--- src/rtl/alu_seq_pkg.sv ---
// Shared op codes, FSM states and op-classification helpers for the
// multi-byte ALU sequencer and the 8-bit ALU it drives.
package alu_seq_pkg;

  typedef enum logic [2:0] {
    OP_ADD = 3'b000,
    OP_SUB = 3'b001,
    OP_AND = 3'b010,
    OP_XOR = 3'b011,
    OP_LSL = 3'b100,
    OP_LSR = 3'b101
  } op_e;

  typedef enum logic [1:0] {
    ST_IDLE = 2'd0,
    ST_RUN  = 2'd1,
    ST_DONE = 2'd2
  } state_e;

  // Codes above this value (3'b110, 3'b111) are rejected with err.
  localparam logic [2:0] OP_MAX_LEGAL = 3'b101;

  function automatic logic is_legal_op(input logic [2:0] op);
    return op <= OP_MAX_LEGAL;
  endfunction

  function automatic logic is_logical_op(input op_e op);
    return (op == OP_AND) || (op == OP_XOR);
  endfunction

endpackage

--- src/rtl/alu_seq_ctrl_if.sv ---
// Processor-side request/response bundle of the multi-byte ALU sequencer.
interface alu_seq_ctrl_if #(
  parameter int NBYTES = 2
);
  logic                  start;
  logic [2:0]            op;
  logic [8*NBYTES-1:0]   opA;
  logic [8*NBYTES-1:0]   opB;
  logic                  busy;
  logic                  done;
  logic                  err;
  logic [8*NBYTES-1:0]   result;
  logic                  carry_out;
  logic                  zero_out;
  logic                  pari_out;

  modport master (
    output start, op, opA, opB,
    input  busy, done, err, result, carry_out, zero_out, pari_out
  );

  modport slave (
    input  start, op, opA, opB,
    output busy, done, err, result, carry_out, zero_out, pari_out
  );
endinterface

--- src/rtl/alu_seq_ctrl.sv ---
// Sequences one NBYTES-wide operation through the 8-bit ALU, one byte per
// cycle, chaining sc_o into the next sc_i and accumulating zero/parity.
module alu_seq_ctrl
  import alu_seq_pkg::*;
#(
  parameter int NBYTES = 2
) (
  input  logic                 clk,
  input  logic                 reset,
  alu_seq_ctrl_if.slave        bus,
  output logic [2:0]           alu_cmd,
  output logic [7:0]           alu_inA,
  output logic [7:0]           alu_inB,
  output logic                 alu_sc_i,
  input  logic [7:0]           alu_rslt,
  input  logic                 alu_sc_o,
  input  logic                 alu_pari,
  input  logic                 alu_zero
);

  localparam int IDXW = (NBYTES > 1) ? $clog2(NBYTES) : 1;
  localparam logic [IDXW-1:0] IDX_LAST = IDXW'(NBYTES - 1);

  state_e                  state_reg, state_next;
  op_e                     op_reg;
  logic [NBYTES-1:0][7:0]  a_reg, b_reg, result_reg;
  logic [IDXW-1:0]         idx_reg;
  logic                    carry_reg, zero_acc_reg, pari_acc_reg;
  logic                    err_reg, carry_out_reg, zero_out_reg, pari_out_reg;
  logic                    accept, last_byte;

  always_ff @(posedge clk) begin
    if (reset) state_reg <= ST_IDLE;
    else       state_reg <= state_next;
  end

  always_comb begin
    state_next = state_reg;
    accept     = 1'b0;
    last_byte  = 1'b0;
    alu_cmd    = 3'd0;
    alu_inA    = 8'd0;
    alu_inB    = 8'd0;
    alu_sc_i   = 1'b0;
    case (state_reg)
      ST_IDLE, ST_DONE: begin
        if (bus.start) begin
          accept     = 1'b1;
          state_next = is_legal_op(bus.op) ? ST_RUN : ST_DONE;
        end else begin
          state_next = ST_IDLE;
        end
      end
      ST_RUN: begin
        // LSR walks from the top byte down so bits shift toward bit 0.
        last_byte = (op_reg == OP_LSR) ? (idx_reg == '0) : (idx_reg == IDX_LAST);
        alu_cmd   = op_reg;
        alu_inA   = a_reg[idx_reg];
        alu_inB   = b_reg[idx_reg];
        alu_sc_i  = is_logical_op(op_reg) ? 1'b0 : carry_reg;
        if (last_byte) state_next = ST_DONE;
      end
      default: state_next = ST_IDLE;
    endcase
  end

  always_ff @(posedge clk) begin
    if (reset) begin
      op_reg        <= OP_ADD;
      a_reg         <= '0;
      b_reg         <= '0;
      result_reg    <= '0;
      idx_reg       <= '0;
      carry_reg     <= 1'b0;
      zero_acc_reg  <= 1'b0;
      pari_acc_reg  <= 1'b0;
      err_reg       <= 1'b0;
      carry_out_reg <= 1'b0;
      zero_out_reg  <= 1'b0;
      pari_out_reg  <= 1'b0;
    end else if (accept) begin
      if (is_legal_op(bus.op)) begin
        op_reg       <= op_e'(bus.op);
        a_reg        <= bus.opA;
        b_reg        <= bus.opB;
        idx_reg      <= (bus.op == OP_LSR) ? IDX_LAST : '0;
        carry_reg    <= 1'b0;
        zero_acc_reg <= 1'b1;
        pari_acc_reg <= 1'b0;
        err_reg      <= 1'b0;
      end else begin
        err_reg       <= 1'b1;
        result_reg    <= '0;
        carry_out_reg <= 1'b0;
        zero_out_reg  <= 1'b1;
        pari_out_reg  <= 1'b0;
      end
    end else if (state_reg == ST_RUN) begin
      result_reg[idx_reg] <= alu_rslt;
      carry_reg           <= alu_sc_o;
      zero_acc_reg        <= zero_acc_reg & alu_zero;
      pari_acc_reg        <= pari_acc_reg ^ alu_pari;
      idx_reg             <= (op_reg == OP_LSR) ? idx_reg - 1'b1 : idx_reg + 1'b1;
      if (last_byte) begin
        carry_out_reg <= is_logical_op(op_reg) ? 1'b0 : alu_sc_o;
        zero_out_reg  <= zero_acc_reg & alu_zero;
        pari_out_reg  <= pari_acc_reg ^ alu_pari;
      end
    end
  end

  assign bus.busy      = (state_reg == ST_RUN);
  assign bus.done      = (state_reg == ST_DONE);
  assign bus.err       = err_reg;
  assign bus.result    = result_reg;
  assign bus.carry_out = carry_out_reg;
  assign bus.zero_out  = zero_out_reg;
  assign bus.pari_out  = pari_out_reg;

endmodule

--- src/flat_wrapper.sv ---
// flat-port wrapper written by rule: the top's interface ports become plain ports
module alu_seq_ctrl_flat import alu_seq_pkg::*;
#(
  parameter int NBYTES = 2
)
  (clk, reset, alu_cmd, alu_inA, alu_inB, alu_sc_i, alu_rslt, alu_sc_o, alu_pari, alu_zero, bus_start, bus_op, bus_opA, bus_opB, bus_busy, bus_done, bus_err, bus_result, bus_carry_out, bus_zero_out, bus_pari_out);
  alu_seq_ctrl_if #(.NBYTES(NBYTES)) bus_i ();
  input  logic clk;
  input  logic reset;
  output logic [2:0] alu_cmd;
  output logic [7:0] alu_inA;
  output logic [7:0] alu_inB;
  output logic alu_sc_i;
  input  logic [7:0] alu_rslt;
  input  logic alu_sc_o;
  input  logic alu_pari;
  input  logic alu_zero;
  input wire logic [$bits(bus_i.start)-1:0] bus_start;
  input wire logic [$bits(bus_i.op)-1:0] bus_op;
  input wire logic [$bits(bus_i.opA)-1:0] bus_opA;
  input wire logic [$bits(bus_i.opB)-1:0] bus_opB;
  output wire logic [$bits(bus_i.busy)-1:0] bus_busy;
  output wire logic [$bits(bus_i.done)-1:0] bus_done;
  output wire logic [$bits(bus_i.err)-1:0] bus_err;
  output wire logic [$bits(bus_i.result)-1:0] bus_result;
  output wire logic [$bits(bus_i.carry_out)-1:0] bus_carry_out;
  output wire logic [$bits(bus_i.zero_out)-1:0] bus_zero_out;
  output wire logic [$bits(bus_i.pari_out)-1:0] bus_pari_out;
  assign bus_i.start = bus_start;
  assign bus_i.op = bus_op;
  assign bus_i.opA = bus_opA;
  assign bus_i.opB = bus_opB;
  assign bus_busy = bus_i.busy;
  assign bus_done = bus_i.done;
  assign bus_err = bus_i.err;
  assign bus_result = bus_i.result;
  assign bus_carry_out = bus_i.carry_out;
  assign bus_zero_out = bus_i.zero_out;
  assign bus_pari_out = bus_i.pari_out;
  alu_seq_ctrl #(.NBYTES(NBYTES)) u_core (.clk(clk), .reset(reset), .bus(bus_i), .alu_cmd(alu_cmd), .alu_inA(alu_inA), .alu_inB(alu_inB), .alu_sc_i(alu_sc_i), .alu_rslt(alu_rslt), .alu_sc_o(alu_sc_o), .alu_pari(alu_pari), .alu_zero(alu_zero));
endmodule
--- config.mk ---
export PLATFORM = sky130hd
export DESIGN_NAME = alu_seq_ctrl_flat
export DESIGN_NICKNAME = d
export VERILOG_FILES = /design/src/rtl/alu_seq_pkg.sv /design/src/rtl/alu_seq_ctrl_if.sv /design/src/rtl/alu_seq_ctrl.sv /design/src/flat_wrapper.sv
export SDC_FILE = /design/constraint.sdc
export NUM_CORES = 1
export LEC_CHECK = 0
export ABC_AREA = 1
export CORE_ASPECT_RATIO = 0.75
export CORE_MARGIN = 2
export CORE_UTILIZATION = 44
export CTS_BUF_LIST = sky130_fd_sc_hd__clkbuf_16
export DETAILED_ROUTE_END_ITERATION = 10
export PLACE_DENSITY = 0.78
export REMOVE_ABC_BUFFERS = 1
export SLEW_MARGIN = 20
export SYNTH_ARGS = -nofsm -noshare
export SYNTH_HDL_FRONTEND = slang
export SYNTH_SLANG_ARGS = --single-unit
--- constraint.sdc ---
create_clock -name clk -period 1.24 [get_ports clk]
set_input_delay 0.186 -clock clk [delete_from_list [all_inputs] [get_ports clk]]
set_output_delay 0.186 -clock clk [all_outputs]
set_load 0.02 [all_outputs]
* Yosys cells after proc, flatten, opt, wreduce, memory -nomap -nowiden
Index checks and enable logic that the tools add are counted.
** Word-level totals
- Bits in registers :: 61
- Bits in latches :: 0
- RAM bits :: 0
- Bits in read-only memories :: 0
- Input port bits :: 49
- Output and inout port bits :: 42
- Logic and storage cells :: 92
- Memories :: 0
** Operators by class
- Add/subtract/negate cells :: 2
- Multipliers :: 0
- Div/mod/pow operators :: 0
- Order comparisons :: 3
- Equal/unequal tests :: 9
- Shift-type cells :: 0
- Mux-type cells :: 49
- Bitwise logic cells :: 3
- Reduce and logical (&&, ||, !) cells :: 10
** Operators with widths (number)
- 8-bit two-way mux :: 7
- 16-bit two-way mux :: 3
- 1-bit two-way mux :: 32
- 16-bit bitwise mux :: 1
- 8-bit demux with 1-bit select :: 1
- 3-bit by 2-bit equality test with 1-bit output (second input constant) :: 2
- 3-bit equality test (second input constant) :: 2
- 2-bit two-way mux :: 3
- 2-bit AND reduction :: 3
- 2-bit inequality test (second input constant) :: 2
- 2-bit case mux with 2 select lines :: 1
- 2-bit nonzero test :: 2
- 3-bit less-or-equal comparator (second input constant) :: 1
- 3-bit two-way mux :: 1
- 3-bit AND reduction :: 1
- 2-bit by 1-bit equality test with 1-bit output (second input constant) :: 1
- 2-bit equality test (second input constant) :: 1
- 2-bit zero test :: 1
- 1-bit by 2-bit less-than comparator with 1-bit output (second input constant) :: 1
- 2-bit by 1-bit inequality test with 1-bit output (second input constant) :: 1
- 2-bit OR reduction :: 1
- 1-bit adder (second input constant) :: 1
- 1-bit bitwise AND :: 1
- 1-bit >= comparator (second input constant) :: 1
- 5 further kinds :: 5

* Longest topological paths before layout
Gate-level depths: netlist of run 1.
- Depth after elaboration :: 7
- Depth in mapped cells :: 8
- Depth with buffers taken out :: 8

* Least setup slack after synthesis of run 1
OpenSTA, ideal clock, no wires.
- Path type :: reg2out
- From :: reg u_core.state_reg[0]
- To :: out alu_inB[0]
- Arrival :: 1.245 ns
- Required time :: 1.054 ns
- Slack :: -0.191 ns
- Stages on the path, launching flop included :: 6
- Buffers on the path :: 1
- Cell sequence :: dfxtp_1 -> inv_2 -> nor2_8 -> buf_4 -> o21ai_0 -> a21oi_1
** On the way
- Longest elaborated chain between the ends :: 2
** RTL lines
- start, declared :: RTL line alu_seq_ctrl.sv:24 : state_e state_reg, state_next;
- start signal, assigned :: RTL line alu_seq_ctrl.sv:34 : else state_reg <= state_next;
- 2-bit by 1-bit equality test with 1-bit output
- net bus_busy :: RTL line flat_wrapper.sv:22 : output wire logic [$bits(bus_i.busy)-1:0] bus_busy;
- 8-bit two-way mux :: RTL line alu_seq_ctrl.sv:45 : case (state_reg)
- end, declared :: RTL line flat_wrapper.sv:12 : output logic [7:0] alu_inB;
The timed path passes the listed nets, and every way through them passes these cells.

* Worst setup path in the final report of run 1
- From :: reg u_core.state_reg[0]
- To :: out alu_inB[0]
** On the way
- Longest elaborated chain between the ends :: 2
** RTL lines (RTL line)
- 2-bit by 1-bit equality test with 1-bit output :: alu_seq_ctrl.sv:45
- 8-bit two-way mux :: alu_seq_ctrl.sv:45
Every way passes these cells.

==> results.yml, run 1 <==
logic_synthesis:
  syn_inst: 340
  syn_area_um2: 2540
  yosys_warnings: 0
  syn_avg_cell_area_um2: 7.48
  yosys.area.top_type: "dfxtp_1"
  ys_seq_area_share_pct: 48.0
  synth.area.top_cells: "dfxtp_1 (48%), a21oi_1 (11%), nand2_1 (8.0%), o21ai_0 (7.3%), nor2_1 (6.8%)"
  synth.distinct_cells: 22
  synth_top_area_share_pct: 48.0
  synth-seq-cells: 61
detailed_routing:
  drt_wl_total_um: 12900
  drt_iter0_markers: 270
  vias: 3288
  via_per_inst: 5.97
  drt_pre_antenna_iters: 5
  post_drt_wl_per_cell_um: 23.4
  ant_nets: 0
  drc: 0
critical_path:
  path_cells: "inv_4, nor2_8, buf_12, o21ai_1, a21oi_1, buf_4"
  criticalPathCategory: "reg2out"
  slowest_stage: "dfxtp_2"
  end_kind: "primary output"
  max_stage_delay_ns: 0.36
  cp.required_ns: 1.05
  cp.arrival_ns: 1.61
  start_kind: "flop"
  worst-path-max-fanout: 7
timing:
  report.final.hold_viol_count: 0
  layout_worst_path_cycle_share_pct: 145
  fmax_mhz: 558
  clock_skew_ns: 0.00645
  final-setup-viol-count: 82
  fin_ws_ns: -0.552
  drv_slew: 0
  slew_headroom_pct: 77.4
  period_needed_ns: 1.79
  fin_tns_setup_ns: -21.38
  tightest_slew_ns: 0.339
  rsz0062_at_grt: "yes"
placement:
  dp_hpwl_um: 5100
  dp_slack_ns: -0.418
  numPortBuffers: 90
  gp_congestion: 0.832
clock_tree:
  ctsHoldBuffers: 0
  clock-root-buffer: "clkbuf_16"
  clk_pin_slew_ns: 0.05
  clockBufferDepth: 2
  cts_inserted_buffers: 9
  htree_levels: 3
  cts_tree: "done"
  cts_sinks: 61
  worstSkewPairLatency_ns: 0.33
finish:
  drive_gt1_share_pct: 42.6
  mostFrequentLayoutCell: "dfxtp_1"
  antennaDiodeCount: 0
  syn_to_final_growth_pct: 92.5
  final_cell_mix: "dfxtp_1 (58), clkdlybuf4s50_1 (47), nor2_1 (40)"
  nNetsFinal: 521
pwr:
  power_density_nw_per_um2: 1270
  p_leak_nw: 2.01
  peakVddDrop_mv: 1.18
global_route:
  grt_pass1_wl_um: 13600
  gr-total-overflow: 0
  grt_max_degree: 39
  antenna_found_initial: 0
  track_usage_pct: 27.3
  grt_pass1_vias: 2712
floorplanning:
  dieWidth_um: 91.8
  die_area_um2: 6410
  num_rows: 23
  ios: 91
  core_area_um2: 5470
  start_util_pct: 46.5
  fp.dieH_um: 69.8
hold_path:
  hp-class: "reg2reg"
status:
  outcome: "finished, violations left"
  violations: "negative setup slack"
flow_run:
  drv_cap: 0
path summary, 6_finish.rpt:
kind                                          from                                end  slack [ns]  cells past startpoint
setup / recovery  u_core.state_reg[0]$_SDFFE_PP0P_                         alu_inB[0]       -0.55                      6
hold / removal        u_core.b_reg[9]$_SDFFE_PP0P_       u_core.b_reg[9]$_SDFFE_PP0P_        0.46                      2
setup reg to reg  u_core.state_reg[0]$_SDFFE_PP0P_  u_core.bus.result[7]$_SDFFE_PP0P_       -0.38                      9
hold reg to reg       u_core.b_reg[9]$_SDFFE_PP0P_       u_core.b_reg[9]$_SDFFE_PP0P_        0.46                      2
through the flow:
| step | total power [mW] | instance area (um2) | util (%) | std cells | hold slack (ns) |
|---|---|---|---|---|---|
| final | 6.24 | 4890 | 89.5 | 551 | 0.465 |
| after global routing | 6.40 | 4890 | 89.5 | 551 | 0.475 |
| after CTS | 5.63 | 4180 | 76.5 | 539 | 0.454 |
| after detailed placement | 3.35 | 3740 | 68.4 | 516 | 0.446 |
| after global placement | 3.32 | 3740 | 68.4 | 516 | 0.438 |
| after floorplan | 2.73 | 2450 | - | 322 | 0.255 |
critical path, delay by kind of cell (launching register included):
| family | cells | cell delay, ns |
|---|---|---|
| simple gates | 1 | 0.19 |
| buf+inv | 3 | 0.42 |
| flops | 1 | 0.36 |
| compound gates | 2 | 0.31 |
power breakdown:
part	internal [mW]	switching [mW]
logic	0.860	1.02
clock network	1.30	0.837
registers	2.11	0.112
what timing repair did:
| item | 4_1_cts | 5_1_grt |
|---|---|---|
| buffers inserted | 4 | 8 |
| pin swaps | 9 | 38 |
| resized for setup | 174 | 165 |
| endpoints found under the setup margin | 83 | 79 |
| cloned | 5 | 5 |
routing by layer:
metal | GRT usage, % | wire length (um)
met1 | 35.1 | 4860
met2 | 43.0 | 6090
met3 | 8.59 | 1330
met4 | 10.3 | 615
met5 | 0 | 0
Yosys cell counts (all sizes together):
library cell,instances
dfxtp,61
a211oi,2
a21oi,57
buf,11
nor2,50
nand4,2
clkbuf,7
nand3,8
nand2,58
o21ai,52
inv,32
logic make-up after synthesis:
group | Yosys count | synth area share (%)
DFF | 61 | 48.0
buffers and inverters | 50 | 8.37
and+or+nand+nor | 118 | 21.0
AOI/OAI and AO/OA | 111 | 22.6
final cells by class:
cell class,instances,area [um2]
clock inverters,6,23.8
fillers,222,573
multi-input cells,229,1590
well taps,75,93.8
flip-flops and latches,61,1230
repair buffers,139,1590
inverters,32,150
clock buffers,9,225
No activity file was read; power rests on OpenSTA's default activity.
==> run 2, diff against run 1 <==
--- a/config.mk
+++ b/config.mk
@@ -10,6 +10,7 @@
 export CORE_MARGIN = 2
 export CORE_UTILIZATION = 44
 export CTS_BUF_LIST = sky130_fd_sc_hd__clkbuf_16
+export CTS_CLUSTER_DIAMETER = 30
 export DETAILED_ROUTE_END_ITERATION = 10
 export PLACE_DENSITY = 0.78
 export REMOVE_ABC_BUFFERS = 1
==> results of run 2 <==
No change in the layout: final DEF, timing and power equal those of run 1.
